File: config.mk
export PLATFORM = sky130hd
export DESIGN_NAME = muldiv_ctrl
export DESIGN_NICKNAME = d
export VERILOG_FILES = /design/src/rtl/muldiv_ctrl_pkg.sv /design/src/rtl/div_radix2_core.sv /design/src/rtl/muldiv_ctrl.sv
export SDC_FILE = /design/constraint.sdc
export NUM_CORES = 2
export LEC_CHECK = 0
export ABC_AREA = 1
export CAP_MARGIN = 0
export CORE_AREA = 2 2 363 365
export DETAILED_ROUTE_END_ITERATION = 16
export DIE_AREA = 0 0 365 367
export PLACE_DENSITY = 0.66
export SLEW_MARGIN = 15
export SYNTH_ARGS = -nofsm -noshare
export SYNTH_HDL_FRONTEND = slang
export SYNTH_SLANG_ARGS = --single-unit
File: constraint.sdc
create_clock -name clk -period 12.1 [get_ports clk]
set_clock_uncertainty 0.15 [all_clocks]
set_input_delay 1.21 -clock clk [delete_from_list [all_inputs] [get_ports clk]]
set_output_delay 1.21 -clock clk [all_outputs]
set_load 0.01 [all_outputs]
File: src/rtl/muldiv_ctrl_pkg.sv
// Shared constants, state encoding and small helpers for the execute-stage
// multiply/divide sequencer.
package muldiv_ctrl_pkg;

    localparam logic [4:0] ADD_CONTROL   = 5'b00010;
    localparam logic [4:0] MULT_CONTROL  = 5'b11000;
    localparam logic [4:0] MULTU_CONTROL = 5'b11001;
    localparam logic [4:0] DIV_CONTROL   = 5'b11010;
    localparam logic [4:0] DIVU_CONTROL  = 5'b11011;

    localparam int MUL_LAT_DEF  = 1;
    localparam int DIV_ITER_DEF = 32;

    typedef enum logic [1:0] {
        MD_IDLE = 2'd0,
        MD_MUL  = 2'd1,
        MD_DIV  = 2'd2,
        MD_DONE = 2'd3
    } md_state_t;

    function automatic logic is_muldiv(input logic [4:0] code);
        return (code == MULT_CONTROL) || (code == MULTU_CONTROL) ||
               (code == DIV_CONTROL)  || (code == DIVU_CONTROL);
    endfunction

    function automatic logic [31:0] magnitude(input logic [31:0] v, input logic neg);
        return neg ? -v : v;
    endfunction

endpackage

File: src/rtl/div_radix2_core.sv
// Iterative restoring unsigned divider: one quotient bit per step, MSB first.
// The quotient/remainder outputs show the result of the step being taken now.
module div_radix2_core #(
    parameter int WIDTH = 32
) (
    input  logic             clk,
    input  logic             rst,
    input  logic             start,
    input  logic             step,
    input  logic             flush,
    input  logic [WIDTH-1:0] dividend,
    input  logic [WIDTH-1:0] divisor,
    output logic             done,
    output logic [WIDTH-1:0] quotient,
    output logic [WIDTH-1:0] remainder
);

    localparam int CNT_W = $clog2(WIDTH);

    logic [WIDTH-1:0] rem_q;
    logic [WIDTH-1:0] quo_q;
    logic [WIDTH-1:0] dvs_q;
    logic [CNT_W-1:0] cnt_q;
    logic [WIDTH:0]   shifted;
    logic [WIDTH:0]   diff;

    // Partial remainder stays below the divisor, so the shifted value fits WIDTH+1 bits.
    assign shifted   = {rem_q, quo_q[WIDTH-1]};
    assign diff      = shifted - {1'b0, dvs_q};
    assign remainder = diff[WIDTH] ? shifted[WIDTH-1:0] : diff[WIDTH-1:0];
    assign quotient  = {quo_q[WIDTH-2:0], ~diff[WIDTH]};
    assign done      = step && (cnt_q == CNT_W'(WIDTH - 1));

    always_ff @(posedge clk) begin
        if (rst) begin
            rem_q <= '0;
            quo_q <= '0;
            dvs_q <= '0;
            cnt_q <= '0;
        end else if (flush) begin
            cnt_q <= '0;
        end else if (start) begin
            rem_q <= '0;
            quo_q <= dividend;
            dvs_q <= divisor;
            cnt_q <= '0;
        end else if (step) begin
            rem_q <= remainder;
            quo_q <= quotient;
            cnt_q <= cnt_q + 1'b1;
        end
    end

endmodule

File: src/rtl/muldiv_ctrl.sv
// Execute-stage sequencer for MULT/MULTU/DIV/DIVU: stalls the pipe while busy,
// then issues a one-cycle {HI,LO} write.
module muldiv_ctrl
    import muldiv_ctrl_pkg::*;
#(
    parameter int MUL_LAT  = MUL_LAT_DEF,
    parameter int DIV_ITER = DIV_ITER_DEF
) (
    input  logic        clk,
    input  logic        rst,
    input  logic [31:0] a,
    input  logic [31:0] b,
    input  logic [4:0]  alu_controlE,
    input  logic        flushE,
    output logic        stall_o,
    output logic        hilo_we_o,
    output logic [63:0] hilo_o
);

    md_state_t   state;
    md_state_t   state_nxt;
    logic [2:0]  cnt;
    logic [31:0] op_a;
    logic [31:0] op_b;
    logic        is_signed;
    logic        neg_q;
    logic        neg_r;

    logic        start;
    logic        op_div;
    logic        op_signed;
    logic        core_start;
    logic        core_step;
    logic        core_done;
    logic [31:0] core_quo;
    logic [31:0] core_rem;
    logic [31:0] quo_fix;
    logic [31:0] rem_fix;
    logic [63:0] mul_a;
    logic [63:0] mul_b;
    logic [63:0] product;

    assign op_div    = (alu_controlE == DIV_CONTROL)  || (alu_controlE == DIVU_CONTROL);
    assign op_signed = (alu_controlE == MULT_CONTROL) || (alu_controlE == DIV_CONTROL);
    assign start     = (state == MD_IDLE) && is_muldiv(alu_controlE) && !flushE;

    assign mul_a   = is_signed ? {{32{op_a[31]}}, op_a} : {32'b0, op_a};
    assign mul_b   = is_signed ? {{32{op_b[31]}}, op_b} : {32'b0, op_b};
    assign product = mul_a * mul_b;

    assign quo_fix = magnitude(core_quo, neg_q);
    assign rem_fix = magnitude(core_rem, neg_r);

    div_radix2_core #(
        .WIDTH(DIV_ITER)
    ) u_div (
        .clk      (clk),
        .rst      (rst),
        .start    (core_start),
        .step     (core_step),
        .flush    (flushE),
        .dividend (magnitude(a, op_signed && a[31])),
        .divisor  (magnitude(b, op_signed && b[31])),
        .done     (core_done),
        .quotient (core_quo),
        .remainder(core_rem)
    );

    always_comb begin
        state_nxt  = state;
        stall_o    = 1'b0;
        core_start = 1'b0;
        core_step  = 1'b0;
        case (state)
            MD_IDLE: begin
                if (start) begin
                    stall_o    = 1'b1;
                    core_start = op_div;
                    state_nxt  = op_div ? MD_DIV : MD_MUL;
                end
            end
            MD_MUL: begin
                stall_o = 1'b1;
                if (cnt == 3'(MUL_LAT - 1)) begin
                    state_nxt = MD_DONE;
                end
            end
            MD_DIV: begin
                stall_o   = 1'b1;
                core_step = 1'b1;
                if (core_done) begin
                    state_nxt = MD_DONE;
                end
            end
            MD_DONE: state_nxt = MD_IDLE;
            default: state_nxt = MD_IDLE;
        endcase
        if (flushE && state != MD_IDLE) begin
            state_nxt = MD_IDLE;
        end
    end

    always_ff @(posedge clk) begin
        if (rst) begin
            state     <= MD_IDLE;
            cnt       <= '0;
            op_a      <= '0;
            op_b      <= '0;
            is_signed <= 1'b0;
            neg_q     <= 1'b0;
            neg_r     <= 1'b0;
            hilo_we_o <= 1'b0;
            hilo_o    <= '0;
        end else begin
            state     <= state_nxt;
            hilo_we_o <= (state_nxt == MD_DONE);
            cnt       <= (state == MD_MUL && state_nxt == MD_MUL) ? cnt + 3'd1 : 3'd0;
            if (start) begin
                op_a      <= a;
                op_b      <= b;
                is_signed <= op_signed;
                // A zero divisor counts as positive, which gives 1 for a negative dividend.
                neg_q     <= op_signed && (a[31] ^ b[31]);
                neg_r     <= op_signed && a[31];
            end
            if (state_nxt == MD_DONE) begin
                hilo_o <= (state == MD_DIV) ? {rem_fix, quo_fix} : product;
            end
        end
    end

endmodule

Word level (Yosys, flattened, before mapping)

Cells that the tools add are included.

Flip-flop bits (word level): 238
Input bits: 72
Output and inout port bits: 66

Add/subtract/negate cells: 7
$mul: 1
Equal/unequal tests: 10
Multiplexer cells: 23
Bitwise gates (word level): 4
Reduce and logical (&&, ||, !) cells: 23

Operators with widths:

| cell                                                                  | count |
|---|---|
| 32-bit 2-to-1 mux                                                     | 9 |
| 64-bit 2-to-1 mux                                                     | 3 |
| 32-bit negator                                                        | 4 |
| 64-bit by 64-bit multiplier with 64-bit output                        | 1 |
| 33-bit by 32-bit subtractor with 33-bit output                        | 1 |
| 5-bit equality test, second input constant                            | 5 |
| 2-bit 2-to-1 mux                                                      | 5 |
| 1-bit logical AND                                                     | 8 |
| 2-bit one-hot mux with 4 select lines                                 | 1 |
| 2-bit equality test, second input constant                            | 3 |
| 5-bit by 1-bit adder with 5-bit output, second input constant         | 1 |
| 1-bit logical OR                                                      | 5 |
| 2-bit by 1-bit equality test with 1-bit output, second input constant | 2 |
| 1-bit 2-to-1 mux                                                      | 4 |
| 2-bit AND reduction                                                   | 2 |
| 2-bit nonzero test                                                    | 2 |
| 2-bit OR reduction                                                    | 2 |
| 3-bit by 1-bit adder with 3-bit output, second input constant         | 1 |
| 3-bit logical NOT                                                     | 1 |
| 1-bit NOT                                                             | 3 |
| 3-bit OR reduction                                                    | 1 |
| 2-bit logical NOT                                                     | 1 |
| 1-bit one-hot mux with 2 select lines                                 | 1 |
| 1-bit logical NOT                                                     | 1 |
| 1-bit bitwise XOR                                                     | 1 |

Logic depth before layout (Yosys ltp)

Depth in word-level cells: 13
Gate-level depth with buffers: 43
Depth with buffers taken out: 41

Hierarchy

A second synthesis with hierarchy kept.

Cells, all modules: 8714
Area, all modules: 65726.8 µm²

By module, submodules not included:

| module          | times used | cells an instance | area an instance (µm²) |
|---|---|---|---|
| muldiv_ctrl     | 1          | 7495              | 58349.7 |
| div_radix2_core | 1          | 1219              | 7377.1 |

Worst setup path before layout

Ideal clock, no wire load.

Kind: flip-flop to flip-flop
Start point: register op_a[31]
End point: register hilo_o[61]
Arrival: 8.612 ns
Data required time: 11.828 ns
Slack: 3.216 ns
Stages on the path, launching flop included: 33
Buffers on the path: 2
Path through: dfxtp_1 clkbuf_1 nand2_1 clkinv_1 clkbuf_1 nand2_1 fa_1 inv_1 fa_1 fa_1 inv_1 fa_1 inv_1 fa_1 fa_1 fa_1 fa_1 fa_1 inv_1 fa_1 inv_1 ha_1 nand2_1 nor2_1 inv_1 nor4_1 nand4_1 nand4_1 a21oi_1 o21ai_0 nand2_1 inv_1 a21oi_2

Longest elaborated chain between the ends: 3

Ends and longest elaborated chain:

| what                                           | RTL line           | source |
|---|---|---|
| from (decl)                                    | muldiv_ctrl.sv:23  | `logic [31:0] op_a;` |
| from (signal assigned)                         | muldiv_ctrl.sv:107 | `op_a <= '0;` |
| from (signal assigned)                         | muldiv_ctrl.sv:119 | `op_a <= a;` |
| 64-bit 2-to-1 mux                              | muldiv_ctrl.sv:47  | `assign mul_a = is_signed ? {{32{op_a[31]}}, op_a} : {32'b0, op_a};` |
| 64-bit by 64-bit multiplier with 64-bit output | muldiv_ctrl.sv:49  | `assign product = mul_a * mul_b;` |
| 64-bit 2-to-1 mux                              | muldiv_ctrl.sv:127 | `hilo_o <= (state == MD_DIV) ? {rem_fix, quo_fix} : product;` |
| to (signal assigned)                           | muldiv_ctrl.sv:127 |  |
| to (decl)                                      | muldiv_ctrl.sv:17  | `output logic [63:0] hilo_o` |

No other way between the ends.
A chain may end at the register's enable or synchronous reset.

Final worst setup path

Start point: register is_signed
End point: register hilo_o[59]

Longest elaborated chain between the ends: 3

Ends and longest elaborated chain:

| what                                             | RTL line                             | source |
|---|---|---|
| from (decl)                                      | muldiv_ctrl.sv:25                    | `logic is_signed;` |
| from (signal assigned)                           | muldiv_ctrl.sv:121                   | `is_signed <= op_signed;` |
| 64-bit 2-to-1 mux (on tied branches)             | muldiv_ctrl.sv:47, muldiv_ctrl.sv:48 |  |
| 64-bit by 64-bit multiplier with 64-bit output * | muldiv_ctrl.sv:49                    |  |
| 64-bit 2-to-1 mux *                              | muldiv_ctrl.sv:127                   |  |

Mark *: on every way between the ends. The rest lies on a longest branch, timed or not.

==> results.txt <==
----------------------------------------------------
[Critical path]
  Critical path endpoint category ... flip-flop
  Worst endpoint required time ... 12.41 ns
  Worst setup path class ... reg2reg
  Endpoint of the worst-slack reg-to-reg timing path ... hilo_o[59]
  Startpoint of the worst register-to-register path ... is_signed
  CP startpoint kind ... flip-flop
  Arrival time at the worst endpoint ... 10.67 ns
  Crit-path slowest cell ... sky130_fd_sc_hd__fa_1
  Delay of the slowest critical-path stage ... 0.92 ns
  Worst R2R Setup Slack ... 1.74 ns
  Count of cells along the worst register-to-register path ... 33
  Maximum net fanout on the critical path ... 27
  Most prevalent standard cell on the critical path ... sky130_fd_sc_hd__fa_1

[Layout]
  Fraction of layout cells with a size suffix above 1 ... 3.04%
  Utilization after layout ... 52.5%
  P&R area growth vs syn ... 6.03%
  Final cell count without fillers ... 10,100
  Net count reported at finish ... 10,200
  Final design area excluding fillers ... 68,500 µm²

[Route]
  Number of design-rule violations left by the first detailed-router iteration ... 4,723
  Detailed-router iteration count before antenna repair ... 6
  Total via count after detailed routing ... 53,200
  Number of DRC violations after detailed routing ... 0
  Routed length per placed instance ... 20.9 µm
  Routed wire length ... 212 mm
  Avg Vias per Cell ... 5.25
  Number of antenna-violating nets in the routed design ... 0

[Synthesis]
  Average size of a mapped cell ... 7.63 µm²
  Most area-consuming cells after synthesis ... sky130_fd_sc_hd__fa_1, sky130_fd_sc_hd__inv_1, sky130_fd_sc_hd__nand2_1, sky130_fd_sc_hd__dfxtp_1, sky130_fd_sc_hd__ha_1
  Number of enable flip-flop cells after synthesis ... 0
  Most numerous cell in the Yosys netlist ... sky130_fd_sc_hd__inv_1
  Primary FF master, synth ... sky130_fd_sc_hd__dfxtp_1
  Cells after synthesis ... 8,461
  Sequential cell area fraction in the yosys report ... 7.38%
  Syn Std Cell Area ... 64,600 µm²
  Fraction of synthesized cell area taken by the top area cell type ... 44.0%
  Syn nets ... 10,300
  Synth Warn # ... 0
  Post-synthesis register bit count ... 238
  Distinct cell type count of the synthesized netlist ... 57
  Async set-or-reset flop fraction in the synthesized netlist ... 0%
  Most frequent cells after synthesis ... sky130_fd_sc_hd__inv_1, sky130_fd_sc_hd__nand2_1, sky130_fd_sc_hd__fa_1, sky130_fd_sc_hd__nor2_1, sky130_fd_sc_hd__ha_1
  Library cell occupying the most area in the post-synthesis netlist ... sky130_fd_sc_hd__fa_1

[Placed design]
  Placed insts ... 10,100
  Placement Cell Area ... 67,600 µm²
  Routability-driven placement congestion ratio ... 0.990
  Count of port buffers added during placement ... 137
  Placed wire-length estimate ... 177 mm

[GRT]
  First-pass GRT wire length ... 329 mm
  Initial antenna violation count ... 7
  Overall Global Routing Usage ... 32.6%
  Number of global-route vias before repair ... 55,300
  Congestion Overflow GR ... 0
  Largest net degree at the start of global routing ... 87

[CTS]
  Clock tree from TritonCTS ... yes
  Number of buffers inserted by post-CTS setup repair ... 0
  CTS HTree Levels ... 1
  Clock tree sinks ... 238
  Hold-fix buffers, CTS ... 0
  Clock-pin slew reported for the worst setup and hold paths after clock tree synthesis ... 0.07 ns
  Resize count post-CTS ... 0
  Insertion delay to the later sink of the worst-skew pair ... 0.57 ns
  CTS root buffer ... sky130_fd_sc_hd__clkbuf_16
  Number of buffers added by the clock tree synthesis step ... 26
  Buffer depth of the longest clock path ... 3

[Floorplanning]
  Die Footprint ... 134,000 µm²
  Die width ... 365 µm
  Standard-cell rows ... 133
  Vert. Die Dim ... 367 µm
  Count of boundary I/O pins ... 138
  Effective utilization at floorplan ... 49.5%
  Floorplan core area ... 130,000 µm²

[Power]
  Power Density ... 61.8 nW/µm²
  Worst ir drop on vdd ... 0.000139 V
  P_leak ... 39.4 nW

[STA]
  Setup TNS ... 0 ns
  Max Clk Rate ... 96.5 MHz
  Shortest clock period the worst path allows after layout ... 10.36 ns
  Hold Fails Final Rpt ... 0
  Final period util ... 85.6%
  Slew headroom ... 21.1%
  Final Max Tran Viols ... 0
  Transition time at the pin with the least slew margin ... 1.18 ns
  Setup repair after global routing missed its margin ... false
  Final Hold Slack ... 0.310 ns
  Total of endpoints with negative setup slack in the final report ... 0

[Min path]
  Classification of the worst-slack hold path ... reg2reg
  Hold Crit Depth ... 1
  Worst min-delay path endpoint ... cnt[0]
  Launch instance of the worst min-delay path ... cnt[0]

[Job]
  Total of max-cap violations ... 0

[Status]
  Status ... finished, final reports clean

----------------------------------------------------
## sequential cells by signal, summed over array words and instances, names as in the netlist
register	flops
u_div.dvs_q	32
u_div.cnt_q	5
neg_q	1
hilo_we_o	1
u_div.rem_q	32
neg_r	1
op_a	32
cnt	3
state	2
u_div.quo_q	32
hilo_o	64
op_b	32
is_signed	1
## worst max-delay path: cells and delay by family (launching register included)
kind	cells	cell delay, ns
AND/OR/NAND/NOR	6	1.17
adder cells (fa/ha/maj)	11	6.17
AO/OA/AOI/OAI	5	0.88
buffers and inverters	11	1.54
flip-flops	1	0.32
## power by group
part | internal, mW | switching (mW) | total [mW] | leakage [nW]
Combinational | 0.685 | 1.73 | 2.41 | 37.0
Clock | 0.506 | 0.369 | 0.876 | 0.441
Sequential | 0.842 | 0.0989 | 0.940 | 1.93
Total | 2.03 | 2.20 | 4.23 | 39.4
## worst max path at each step
stage,from,to,slack (ns),depth (start not counted)
floorplan,op_a[31],hilo_o[61],3.22,32
global placement,is_signed,hilo_o[59],2.00,33
detailed placement,is_signed,hilo_o[59],1.96,33
CTS,is_signed,hilo_o[59],1.92,33
global route,is_signed,hilo_o[59],1.22,33
finish,is_signed,hilo_o[59],1.74,33
## metrics by stage
stage | power [mW] | setup WS (ns)
floorplan | 2.54 | 3.22
detailed placement | 3.32 | 1.96
global placement | 3.32 | 2.00
global route | 4.50 | 1.22
finish | 4.23 | 1.74
CTS | 4.20 | 1.92
## kinds of logic after synthesis
| logic type | after synthesis | share of synthesized area, % |
|---|---|---|
| simple gates | 2511 | 15.7 |
| compound gates | 875 | 7.41 |
| fa+ha+maj | 1773 | 50.9 |
| flops | 238 | 7.38 |
| xor+xnor | 96 | 1.30 |
| buf+inv | 2968 | 17.4 |
## metal layers
metal  part of all wire, %  up-vias  GRT usage (%)  wire length (µm)
li1                      -    24100              -                 -
met4                   4.8        2           12.4             10200
met2                    47     2098           52.5             98700
met5                0.0061        -              0                13
met1                    41    26600           44.9             87400
met3                   7.4      395           4.00             15700
## placed cells by master, fill, tap and decap left out, drive strengths merged, types with 4 or more instances in the layout
| master | synthesis | layout |
|---|---|---|
| inv | 2592 | 2593 |
| nand2 | 1825 | 1825 |
| fa | 1420 | 1420 |
| nor2 | 377 | 377 |
| a21oi | 354 | 354 |
| ha | 353 | 353 |
| o21ai | 343 | 343 |
| dfxtp | 238 | 238 |
| nand3 | 196 | 196 |
| clkdlybuf4s50 | 0 | 136 |
| buf | 24 | 110 |
| a31oi | 73 | 73 |
| xor2 | 55 | 55 |
| xnor2 | 41 | 41 |
| nor3 | 38 | 38 |
| clkbuf | 350 | 34 |
| o211ai | 31 | 31 |
| nand4 | 30 | 30 |
| or2 | 17 | 17 |
| o22ai | 15 | 15 |
| o21bai | 13 | 13 |
| a21o | 12 | 12 |
| nor4 | 12 | 12 |
| nand3b | 9 | 9 |
| clkinv | 2 | 8 |
| o221ai | 7 | 7 |
| a21boi | 5 | 5 |
| and3 | 4 | 4 |
| a221oi | 4 | 4 |
| o21a | 4 | 4 |
| a211oi | 4 | 4 |
| bufinv | 0 | 4 |
## layout make-up
class,instances,area (µm²)
Fill cell,12700,62000
Multi-Input combinational cell,5255,48600
Inverter,2594,9740
Sequential cell,238,4770
Timing Repair Buffer,246,2210
Tap cell,1755,2200
Clock buffer,34,721
Clock inverter,14,189
Antenna cell,3,7.51
No activity file was read; power rests on OpenSTA's default activity.
